[config.mk]
export PLATFORM = sky130hd
export DESIGN_NAME = rec_play_ctrl_flat
export DESIGN_NICKNAME = d
export VERILOG_FILES = /design/src/rtl/rec_play_ctrl_pkg.sv /design/src/rtl/rec_play_ctrl_if.sv /design/src/rtl/rec_play_ctrl_sec_timer.sv /design/src/rtl/rec_play_ctrl.sv /design/src/flat_wrapper.sv
export SDC_FILE = /design/constraint.sdc
export NUM_CORES = 1
export LEC_CHECK = 0
export CAP_MARGIN = 40
export CORE_ASPECT_RATIO = 1.2
export CORE_MARGIN = 2
export CORE_UTILIZATION = 40
export CTS_CLUSTER_DIAMETER = 80
export DETAILED_ROUTE_END_ITERATION = 12
export REMOVE_ABC_BUFFERS = 1
export SYNTH_ARGS = -nofsm -noshare
export SYNTH_HDL_FRONTEND = slang
export SYNTH_SLANG_ARGS = --single-unit
[constraint.sdc]
create_clock -name i_clk -period 4.6 [get_ports i_clk]
set_input_delay 1.15 -clock i_clk [delete_from_list [all_inputs] [get_ports i_clk]]
set_output_delay 1.15 -clock i_clk [all_outputs]
set_load 0.1 [all_outputs]
[src/rtl/rec_play_ctrl_pkg.sv]
// Shared types and constants for the recorder/player sequencer.
//   phase_e     : transport phase, also the low two bits of top_state
//   MODE_*      : top_state bit 2 (record vs play)
//   speed_idx_t : signed playback speed index, limited to SPEED_MIN..SPEED_MAX
//   speed_mag   : magnitude of a speed index, as shown on o_speed
package rec_play_pkg;

    typedef enum logic [1:0] {
        IDLE  = 2'b00,
        START = 2'b01,
        RUN   = 2'b10,
        PAUSE = 2'b11
    } phase_e;

    localparam logic MODE_PLAY = 1'b0;
    localparam logic MODE_REC  = 1'b1;

    typedef logic signed [3:0] speed_idx_t;

    localparam speed_idx_t SPEED_MAX = 4'sd7;
    localparam speed_idx_t SPEED_MIN = -4'sd7;

    function automatic logic [2:0] speed_mag(input speed_idx_t idx);
        speed_idx_t neg;
        neg = -idx;
        return idx[3] ? neg[2:0] : idx[2:0];
    endfunction

endpackage

[src/rtl/rec_play_ctrl_if.sv]
// Key/status bundle between the front panel and the sequencer.
//   i_key_*     : single-cycle debounced key pulses
//   i_full      : buffer full (record) / playback reached recorded length (play)
//   o_top_state : {mode, phase}
//   o_fast, o_speed, o_interp : playback speed and interpolation settings
//   o_sec       : elapsed seconds of the current take
// master = panel/stimulus side, slave = sequencer side.
interface rec_play_ctrl_if;
    logic       i_key_record;
    logic       i_key_play;
    logic       i_key_pause;
    logic       i_key_stop;
    logic       i_key_fast;
    logic       i_key_slow;
    logic       i_key_interp;
    logic       i_full;
    logic [2:0] o_top_state;
    logic       o_fast;
    logic [2:0] o_speed;
    logic       o_interp;
    logic [5:0] o_sec;

    modport master (
        output i_key_record, i_key_play, i_key_pause, i_key_stop,
               i_key_fast, i_key_slow, i_key_interp, i_full,
        input  o_top_state, o_fast, o_speed, o_interp, o_sec
    );

    modport slave (
        input  i_key_record, i_key_play, i_key_pause, i_key_stop,
               i_key_fast, i_key_slow, i_key_interp, i_full,
        output o_top_state, o_fast, o_speed, o_interp, o_sec
    );
endinterface

[src/rtl/rec_play_ctrl_sec_timer.sv]
// Elapsed-time counter for the 7-segment display.
//   i_clk, i_rst : clock, async active-high reset
//   i_run        : count this cycle (transport in RUN)
//   i_clear      : zero both counters (take is starting)
//   o_sec        : whole seconds, saturating at MAX_SEC
module sec_timer #(
    parameter int CLK_PER_SEC = 50_000_000,
    parameter int MAX_SEC     = 63
) (
    input  logic       i_clk,
    input  logic       i_rst,
    input  logic       i_run,
    input  logic       i_clear,
    output logic [5:0] o_sec
);
    localparam int SW = (CLK_PER_SEC > 1) ? $clog2(CLK_PER_SEC) : 1;

    logic [SW-1:0] sub_q, sub_d;
    logic [5:0]    sec_q, sec_d;

    always_comb begin
        sub_d = sub_q;
        sec_d = sec_q;
        if (i_clear) begin
            sub_d = '0;
            sec_d = '0;
        end else if (i_run) begin
            if (sub_q == SW'(CLK_PER_SEC - 1)) begin
                sub_d = '0;
                if (sec_q != 6'(MAX_SEC))
                    sec_d = sec_q + 6'd1;
            end else begin
                sub_d = sub_q + SW'(1);
            end
        end
    end

    always_ff @(posedge i_clk or posedge i_rst) begin
        if (i_rst) begin
            sub_q <= '0;
            sec_q <= '0;
        end else begin
            sub_q <= sub_d;
            sec_q <= sec_d;
        end
    end

    assign o_sec = sec_q;
endmodule

[src/rtl/rec_play_ctrl.sv]
// Top-level sequencer of the audio recorder/player.
//   i_clk, i_rst : clock, async active-high reset
//   bus (slave)  : key pulses and i_full in; top_state, speed, interp and
//                  seconds out (all registered)
// The transport FSM, speed index and interpolation flag live here; the
// seconds counter is in sec_timer.
module rec_play_ctrl
    import rec_play_pkg::*;
#(
    parameter int CLK_PER_SEC = 50_000_000,
    parameter int FULL_GUARD  = 2,
    parameter int MAX_SEC     = 63
) (
    input logic            i_clk,
    input logic            i_rst,
    rec_play_ctrl_if.slave bus
);
    localparam int GW = $clog2(FULL_GUARD + 1) + 1;

    phase_e     phase_q, phase_d;
    logic       mode_q, mode_d;
    logic [GW-1:0] guard_q, guard_d;
    speed_idx_t idx_q, idx_d;
    logic       fast_q, fast_d;
    logic [2:0] speed_q, speed_d;
    logic       interp_q;
    logic       full_ok;
    logic       resume_key;
    logic [5:0] sec;

    // i_full only counts once the buffer has had FULL_GUARD RUN cycles to
    // move its pointers away from the stale full condition.
    assign full_ok = (guard_q >= GW'(FULL_GUARD));

    // Resume from PAUSE: pause toggle, or the transport key of the current mode.
    assign resume_key = bus.i_key_pause
                      | (bus.i_key_record & (mode_q == MODE_REC))
                      | (bus.i_key_play   & (mode_q == MODE_PLAY));

    always_comb begin
        phase_d = phase_q;
        mode_d  = mode_q;
        unique case (phase_q)
            IDLE: begin
                if (bus.i_key_record) begin
                    phase_d = START;
                    mode_d  = MODE_REC;
                end else if (bus.i_key_play) begin
                    phase_d = START;
                    mode_d  = MODE_PLAY;
                end
            end
            START: phase_d = RUN;
            RUN: begin
                if (bus.i_key_stop || (bus.i_full && full_ok))
                    phase_d = IDLE;
                else if (bus.i_key_pause)
                    phase_d = PAUSE;
            end
            PAUSE: begin
                if (bus.i_key_stop)
                    phase_d = IDLE;
                else if (resume_key)
                    phase_d = RUN;
            end
            default: phase_d = IDLE;
        endcase
    end

    // Guard counter is held at zero outside RUN so every RUN entry restarts it.
    always_comb begin
        guard_d = '0;
        if (phase_q == RUN)
            guard_d = full_ok ? guard_q : guard_q + GW'(1);
    end

    // Simultaneous fast+slow cancels out.
    always_comb begin
        idx_d = idx_q;
        if (bus.i_key_fast && !bus.i_key_slow && idx_q != SPEED_MAX)
            idx_d = idx_q + 4'sd1;
        else if (bus.i_key_slow && !bus.i_key_fast && idx_q != SPEED_MIN)
            idx_d = idx_q - 4'sd1;
        fast_d  = ~idx_d[3];
        speed_d = speed_mag(idx_d);
    end

    always_ff @(posedge i_clk or posedge i_rst) begin
        if (i_rst) begin
            phase_q  <= IDLE;
            mode_q   <= MODE_PLAY;
            guard_q  <= '0;
            idx_q    <= '0;
            fast_q   <= 1'b1;
            speed_q  <= '0;
            interp_q <= 1'b0;
        end else begin
            phase_q  <= phase_d;
            mode_q   <= mode_d;
            guard_q  <= guard_d;
            idx_q    <= idx_d;
            fast_q   <= fast_d;
            speed_q  <= speed_d;
            interp_q <= interp_q ^ bus.i_key_interp;
        end
    end

    sec_timer #(
        .CLK_PER_SEC(CLK_PER_SEC),
        .MAX_SEC    (MAX_SEC)
    ) u_sec_timer (
        .i_clk  (i_clk),
        .i_rst  (i_rst),
        .i_run  (phase_q == RUN),
        .i_clear(phase_q == START),
        .o_sec  (sec)
    );

    assign bus.o_top_state = {mode_q, phase_q};
    assign bus.o_fast      = fast_q;
    assign bus.o_speed     = speed_q;
    assign bus.o_interp    = interp_q;
    assign bus.o_sec       = sec;
endmodule
[src/flat_wrapper.sv]
// flat-port wrapper written by rule: the top's interface ports become plain ports
module rec_play_ctrl_flat import rec_play_pkg::*;
#(
    parameter int CLK_PER_SEC = 50_000_000,
    parameter int FULL_GUARD  = 2,
    parameter int MAX_SEC     = 63
)
  (i_clk, i_rst, bus_i_key_record, bus_i_key_play, bus_i_key_pause, bus_i_key_stop, bus_i_key_fast, bus_i_key_slow, bus_i_key_interp, bus_i_full, bus_o_top_state, bus_o_fast, bus_o_speed, bus_o_interp, bus_o_sec);
  rec_play_ctrl_if bus_i ();
  input logic i_clk;
  input logic i_rst;
  input wire logic [$bits(bus_i.i_key_record)-1:0] bus_i_key_record;
  input wire logic [$bits(bus_i.i_key_play)-1:0] bus_i_key_play;
  input wire logic [$bits(bus_i.i_key_pause)-1:0] bus_i_key_pause;
  input wire logic [$bits(bus_i.i_key_stop)-1:0] bus_i_key_stop;
  input wire logic [$bits(bus_i.i_key_fast)-1:0] bus_i_key_fast;
  input wire logic [$bits(bus_i.i_key_slow)-1:0] bus_i_key_slow;
  input wire logic [$bits(bus_i.i_key_interp)-1:0] bus_i_key_interp;
  input wire logic [$bits(bus_i.i_full)-1:0] bus_i_full;
  output wire logic [$bits(bus_i.o_top_state)-1:0] bus_o_top_state;
  output wire logic [$bits(bus_i.o_fast)-1:0] bus_o_fast;
  output wire logic [$bits(bus_i.o_speed)-1:0] bus_o_speed;
  output wire logic [$bits(bus_i.o_interp)-1:0] bus_o_interp;
  output wire logic [$bits(bus_i.o_sec)-1:0] bus_o_sec;
  assign bus_i.i_key_record = bus_i_key_record;
  assign bus_i.i_key_play = bus_i_key_play;
  assign bus_i.i_key_pause = bus_i_key_pause;
  assign bus_i.i_key_stop = bus_i_key_stop;
  assign bus_i.i_key_fast = bus_i_key_fast;
  assign bus_i.i_key_slow = bus_i_key_slow;
  assign bus_i.i_key_interp = bus_i_key_interp;
  assign bus_i.i_full = bus_i_full;
  assign bus_o_top_state = bus_i.o_top_state;
  assign bus_o_fast = bus_i.o_fast;
  assign bus_o_speed = bus_i.o_speed;
  assign bus_o_interp = bus_i.o_interp;
  assign bus_o_sec = bus_i.o_sec;
  rec_play_ctrl #(.CLK_PER_SEC(CLK_PER_SEC), .FULL_GUARD(FULL_GUARD), .MAX_SEC(MAX_SEC)) u_core (.i_clk(i_clk), .i_rst(i_rst), .bus(bus_i));
endmodule
Word level (Yosys, flattened, before mapping)
Cells that the tools add are included.
- output and inout port bits: 14
- register bits after elaboration: 47
- memories kept: 0
- logic and storage cells: 71
- input port bits: 10
- bits in latches: 0
- memory bits (read-only): 0
- bits in writable memories: 0
- divide/modulo/power cells: 0
- muxes and demuxes: 21
- reduce and logical (&&, ||, !) cells: 16
- bitwise logic cells: 7
- shifts and indexed selects: 0
- magnitude comparators: 1
- multiply operators: 0
- eq/ne operators: 11
- $add $sub $neg: 6
- operator list (cell ; number):
    $mux 26 ; 3
    $add 26x1->26 const B ; 1
    $eq 26x26->1 const B ; 1
    $mux 6 ; 4
    $mux 2 ; 6
    $mux 3 ; 3
    $mux 4 ; 2
    $ne 4x4->1 const B ; 2
    $pmux 2 s4 ; 1
    $reduce_bool 2->1 ; 4
    $add 6x1->6 const B ; 1
    $ne 3x2->1 const B ; 2
    $ne 6x6->1 const B ; 1
    $reduce_and 3->1 ; 2
    $logic_and 1x1->1 ; 5
    $add 4x2->4 const B ; 1
    $eq 2x2->1 const B ; 2
    $sub 4x2->4 const B ; 1
    $add 3x1->3 const B ; 1
    $ge 3x2->1 const B ; 1
    $ne 3x3->1 const B ; 1
    $neg 3->3 ; 1
    $and 1x1->1 ; 2
    $eq 2x1->1 const B ; 1
    9 further kinds ; 13

Longest topological paths before layout
- depth after elaboration: 7
- gate-level depth with buffers: 9

Cells and area by module
A second synthesis with hierarchy kept.
- cell total of the unflattened synthesis: 276
- area, all modules: 2636.3 sq um
- by module, submodules not included (module ; area an instance (sq um) ; times used ; cells an instance ; seq. area each (sq um)):
    sec_timer ; 1836.8 ; 1 ; 197 ; 800.8
    rec_play_ctrl ; 799.5 ; 1 ; 79 ; 351.6

Least setup slack after synthesis
No wires, ideal clock.
- path type: input to register
- start point: input bus_i_key_fast
- end point: register u_core.speed_q[1], in the netlist u_core.bus.o_speed[1]
- stages: 7
- setup slack: 2.056 ns
- arrival time: 2.420 ns
- buffers on the path: 0
- path through: nor2b_1 > and2_1 > mux2_2 > a31o_2 > inv_1 > ha_1 > mux2_2
- word-level cells in the longest chain between the ends: 7
- elaborated cells between the ends (all ways): 9
- classes of those cells: 1 x add/sub; 3 x mux; 5 x reduce/logical
- ends and longest elaborated chain (what ; line ; text):
    start, declared ; flat_wrapper.sv:16 ; input wire logic [$bits(bus_i.i_key_fast)-1:0] bus_i_key_fast;
    $logic_not 1->1 ; rec_play_ctrl.sv:82 ; else if (bus.i_key_slow && !bus.i_key_fast && idx_q != SPEED_MIN)
    $logic_and 1x1->1 (2 in a row) ; rec_play_ctrl.sv:82 ;
    $mux 4 ; rec_play_ctrl.sv:82 ;
    $mux 4 (*) ; rec_play_ctrl.sv:80 ; if (bus.i_key_fast && !bus.i_key_slow && idx_q != SPEED_MAX)
    net u_core.idx_d[1] ; rec_play_ctrl.sv:23 ; speed_idx_t idx_q, idx_d;
    $neg 3->3 ; rec_play_ctrl_pkg.sv:25 ; neg = -idx;
    $mux 3 (*) ; rec_play_ctrl_pkg.sv:26 ; return idx[3] ? neg[2:0] : idx[2:0];
    net u_core.speed_d[1] ; rec_play_ctrl.sv:25 ; logic [2:0] speed_q, speed_d;
    end signal, assigned ; rec_play_ctrl.sv:103 ; speed_q <= speed_d;
    end, declared ; rec_play_ctrl.sv:25 ;
The timed path passes the listed nets; every way through them passes the cells marked *.
A chain may end at the register's enable or synchronous reset.

Final worst setup path
Same ends and word-level chain as after synthesis.

==> flow_summary_export.csv <==
group,metric,value,unit
status,status,"completed",
die,initial_core_util,0.412,
cells_and_area,final.fill_count,603,
cells_and_area,finalInstanceArea,3260,um2
cells_and_area,final_nets,329,
cts,cts_tree,"done",
detailed_routing,drt_iter0_markers,123,
global_routing,grt_first_pass_wirelength,9130,um
timing,grt_setup_unrepaired,"no",
cts,cts_max_level,2,
global_routing,grt_pass1_vias,1967,
cts,cts_resized,0,
detailed_routing,routed-via-count,2039,
detailed_routing,drcViolationCount,0,
placed_design,port_buffers,23,
global_routing,grt.overflow.total,0,
synth,synthTopCellsByCount,"45 x dfrtp_1, 21 x nor2_1, 20 x inv_1",
global_routing,grtUsageTotal,0.156,
die,boundaryPins,24,
die,fp.coreArea,6410,um2
timing,setup_viol,0,
cells_and_area,diodes,0,
setup_path,path_class,"input pin to flop",
setup_path,cp-end-kind,"flop",
timing,finalHoldViolCount,0,
synth,synth_cell_types,53,
cts,cts_buffers,5,
timing,period_needed,2.81,ns
pwr,power.total,1830,uW
global_routing,grt_max_degree,31,
cells_and_area,seq_area,1150,um2
placed_design,gp_congestion,0.827,
pwr,power.leakage,0.00145,uW
synth,netlist_instances,271,
cells_and_area,area_growth,23.4,%
synth,synth_largest_area_cell,"dfrtp_1",
synth,yosysWarnings,0,
die,fp.dieW,78.2,um
synth,avgSynthCellArea,9.75,um2
setup_path,cp.required,4.78,ns
detailed_routing,wirelength,5030,um
pwr,vdd_drop_max,0.000689,V
setup_path,cp-start-kind,"input pin",
hold_path,hp-class,"flop to flop",
detailed_routing,avgViaCountPerCell,5.19,
synth,yosysTopAreaCellShare,0.426,
synth,syn_area,2640,um2
setup_path,crit_arrival,3.00,ns
cts,clock_latency,0.30,ns
cts,clock-root-buffer,"clkbuf_8",
detailed_routing,ant_nets,0,
timing,max_freq,356,MHz
detailed_routing,wire_per_inst,12.8,um
cts,clock-sinks,46,
setup_path,rrSetupSlack,2.26,ns
timing,worst_slew_pin_slew,0.812,ns
cts,cts_setup_buffers,0,
job,cap_violations,0,
detailed_routing,dr.pass1.iters,4,
timing,final_max_slew_viol_count,0,
placed_design,dp_hpwl,3630,um
timing,finalCritPeriodShare,0.611,
synth,synth_edf_count,0,
synth,synth_area_leaders,"dfrtp_1 43%, ha_1 5.7%, xor2_1 5.0%",
synth,synth_most_common_cell,"dfrtp_1",
pwr,cellPowerDensity,561,nW/um2
synth,synthArstFlopShare,1.00,
timing,skew,0.00889,ns
setup_path,crit_fanout,5,
cts,clkTransAtPathRegs,0.08,ns
synth,seq_area_frac_synth,0.436,
timing,finalSetupTns,0,ns
cells_and_area,drive_above_1_share,0.120,
timing,slew_headroom,0.456,
placed_design,place_inst,385,
synth,ys_ff_latch,46,
die,rows,32,
cells_and_area,layoutNonFillerInstCount,393,
placed_design,placed_area,3160,um2
global_routing,antenna_found_initial,0,
die,die_area,7270,um2
cts,clockBufferDepth,2,
cts,postCtsHoldBufs,0,
synth,yosys_most_used_dff,"dfrtp_1",
die,die_h,93.0,um
cells_and_area,multi_input_area,1350,um2
[final timing paths]
path	startpoint	to	cells after the start
max	bus_i_key_fast	u_core.bus.o_speed[1]$_DFF_PP0_	8
min	u_core.bus.o_interp$_DFF_PP0_	u_core.bus.o_interp$_DFF_PP0_	1
max reg2reg	u_core.u_sec_timer.sub_q[0]$_DFFE_PP0P_	u_core.u_sec_timer.sub_q[23]$_DFFE_PP0P_	5
min reg2reg	u_core.bus.o_interp$_DFF_PP0_	u_core.bus.o_interp$_DFF_PP0_	1
max in group asynchronous	i_rst	u_core.bus.o_fast$_DFF_PP1_	3
min in group asynchronous	i_rst	u_core.bus.o_interp$_DFF_PP0_	2
[placed cells by master (no fill, tap or decap), types with 2 or more instances in the layout]
cell type / synthesis / layout
o22ai_1: 3 / 3
clkbuf_8: 0 / 5
and3_1: 9 / 9
mux2i_1: 5 / 5
clkdlybuf4s50_1: 0 / 23
buf_8: 0 / 14
o21ai_0: 6 / 6
ha_1: 12 / 12
clkbuf_1: 3 / 2
and4_1: 3 / 3
mux2_2: 3 / 3
inv_1: 20 / 19
nor2_1: 21 / 21
nor2b_1: 6 / 6
nand4_1: 16 / 16
xnor2_1: 7 / 7
nand3b_1: 2 / 2
o21a_1: 3 / 3
nor4_1: 6 / 6
a22oi_1: 2 / 2
nand2_1: 18 / 18
o31ai_1: 3 / 3
a31oi_1: 4 / 4
or3_1: 3 / 3
a21oi_1: 10 / 10
dfrtp_1: 45 / 45
xor2_1: 15 / 15
nand3_1: 9 / 9
nor3_1: 6 / 6
or2_2: 2 / 2
[per-layer routing]
| metal | vias up | global-route usage | part of all wire |
|---|---|---|---|
| li1 | 1026 | - | - |
| met1 | 989 | 0.209 | 0.48 |
| met2 | 18 | 0.248 | 0.48 |
| met4 | 0 | 0.0570 | 0.013 |
| met3 | 6 | 0.0357 | 0.025 |
| met5 | - | 0 | 0 |
[sequential cells by signal, indices dropped and copies added (netlist names)]
name and count:
u_core.bus.o_speed 2, u_core.bus.o_fast 1, u_core.u_sec_timer.o_sec 6, u_core.idx_q 4, u_core.guard_q 3, u_core.phase_q 2
u_core.mode_q 1, u_core.bus.o_interp 1, u_core.u_sec_timer.sub_q 26
[through the flow]
step / util / setup WS, ns / hold slack, ns
after floorplan: - / 1.71 / 0.497
after global routing: 0.509 / 1.63 / 0.491
final: 0.509 / 1.79 / 0.476
after CTS: 0.509 / 1.80 / 0.478
after global placement: 0.457 / 1.53 / 0.456
after detailed placement: 0.493 / 1.48 / 0.462
[layout make-up]
class / count / share of cell area
clock buffer: 7 / 0.0234
clock inverter: 1 / 0.00921
inverter: 20 / 0.0230
multi-input combinational: 195 / 0.415
sequential: 46 / 0.353
tap: 85 / 0.0326
timing repair buffer: 39 / 0.143
[worst max-delay path, cell delays in order]
cell	delay (ns)
clkdlybuf4s50_1	0.40
nand2b_1	0.18
a31oi_1	0.35
mux2_2	0.24
a31o_2	0.12
inv_1	0.04
ha_1	0.25
mux2_2	0.26
[kinds of logic after synthesis]
family          Yosys count  share of synthesized area
mux                       8                     0.0317
flops                    46                      0.436
buf+inv                  30                     0.0516
xor+xnor                 22                     0.0729
simple gates            113                      0.252
fa+ha+maj                12                     0.0568
compound gates           40                     0.0985
[power breakdown]
group          switching, uW  total (uW)  internal (uW)
Clock                    134         297            163
Sequential              87.7         581            494
Combinational            592         952            359
Note: power is estimated with default switching activity, not from simulation.
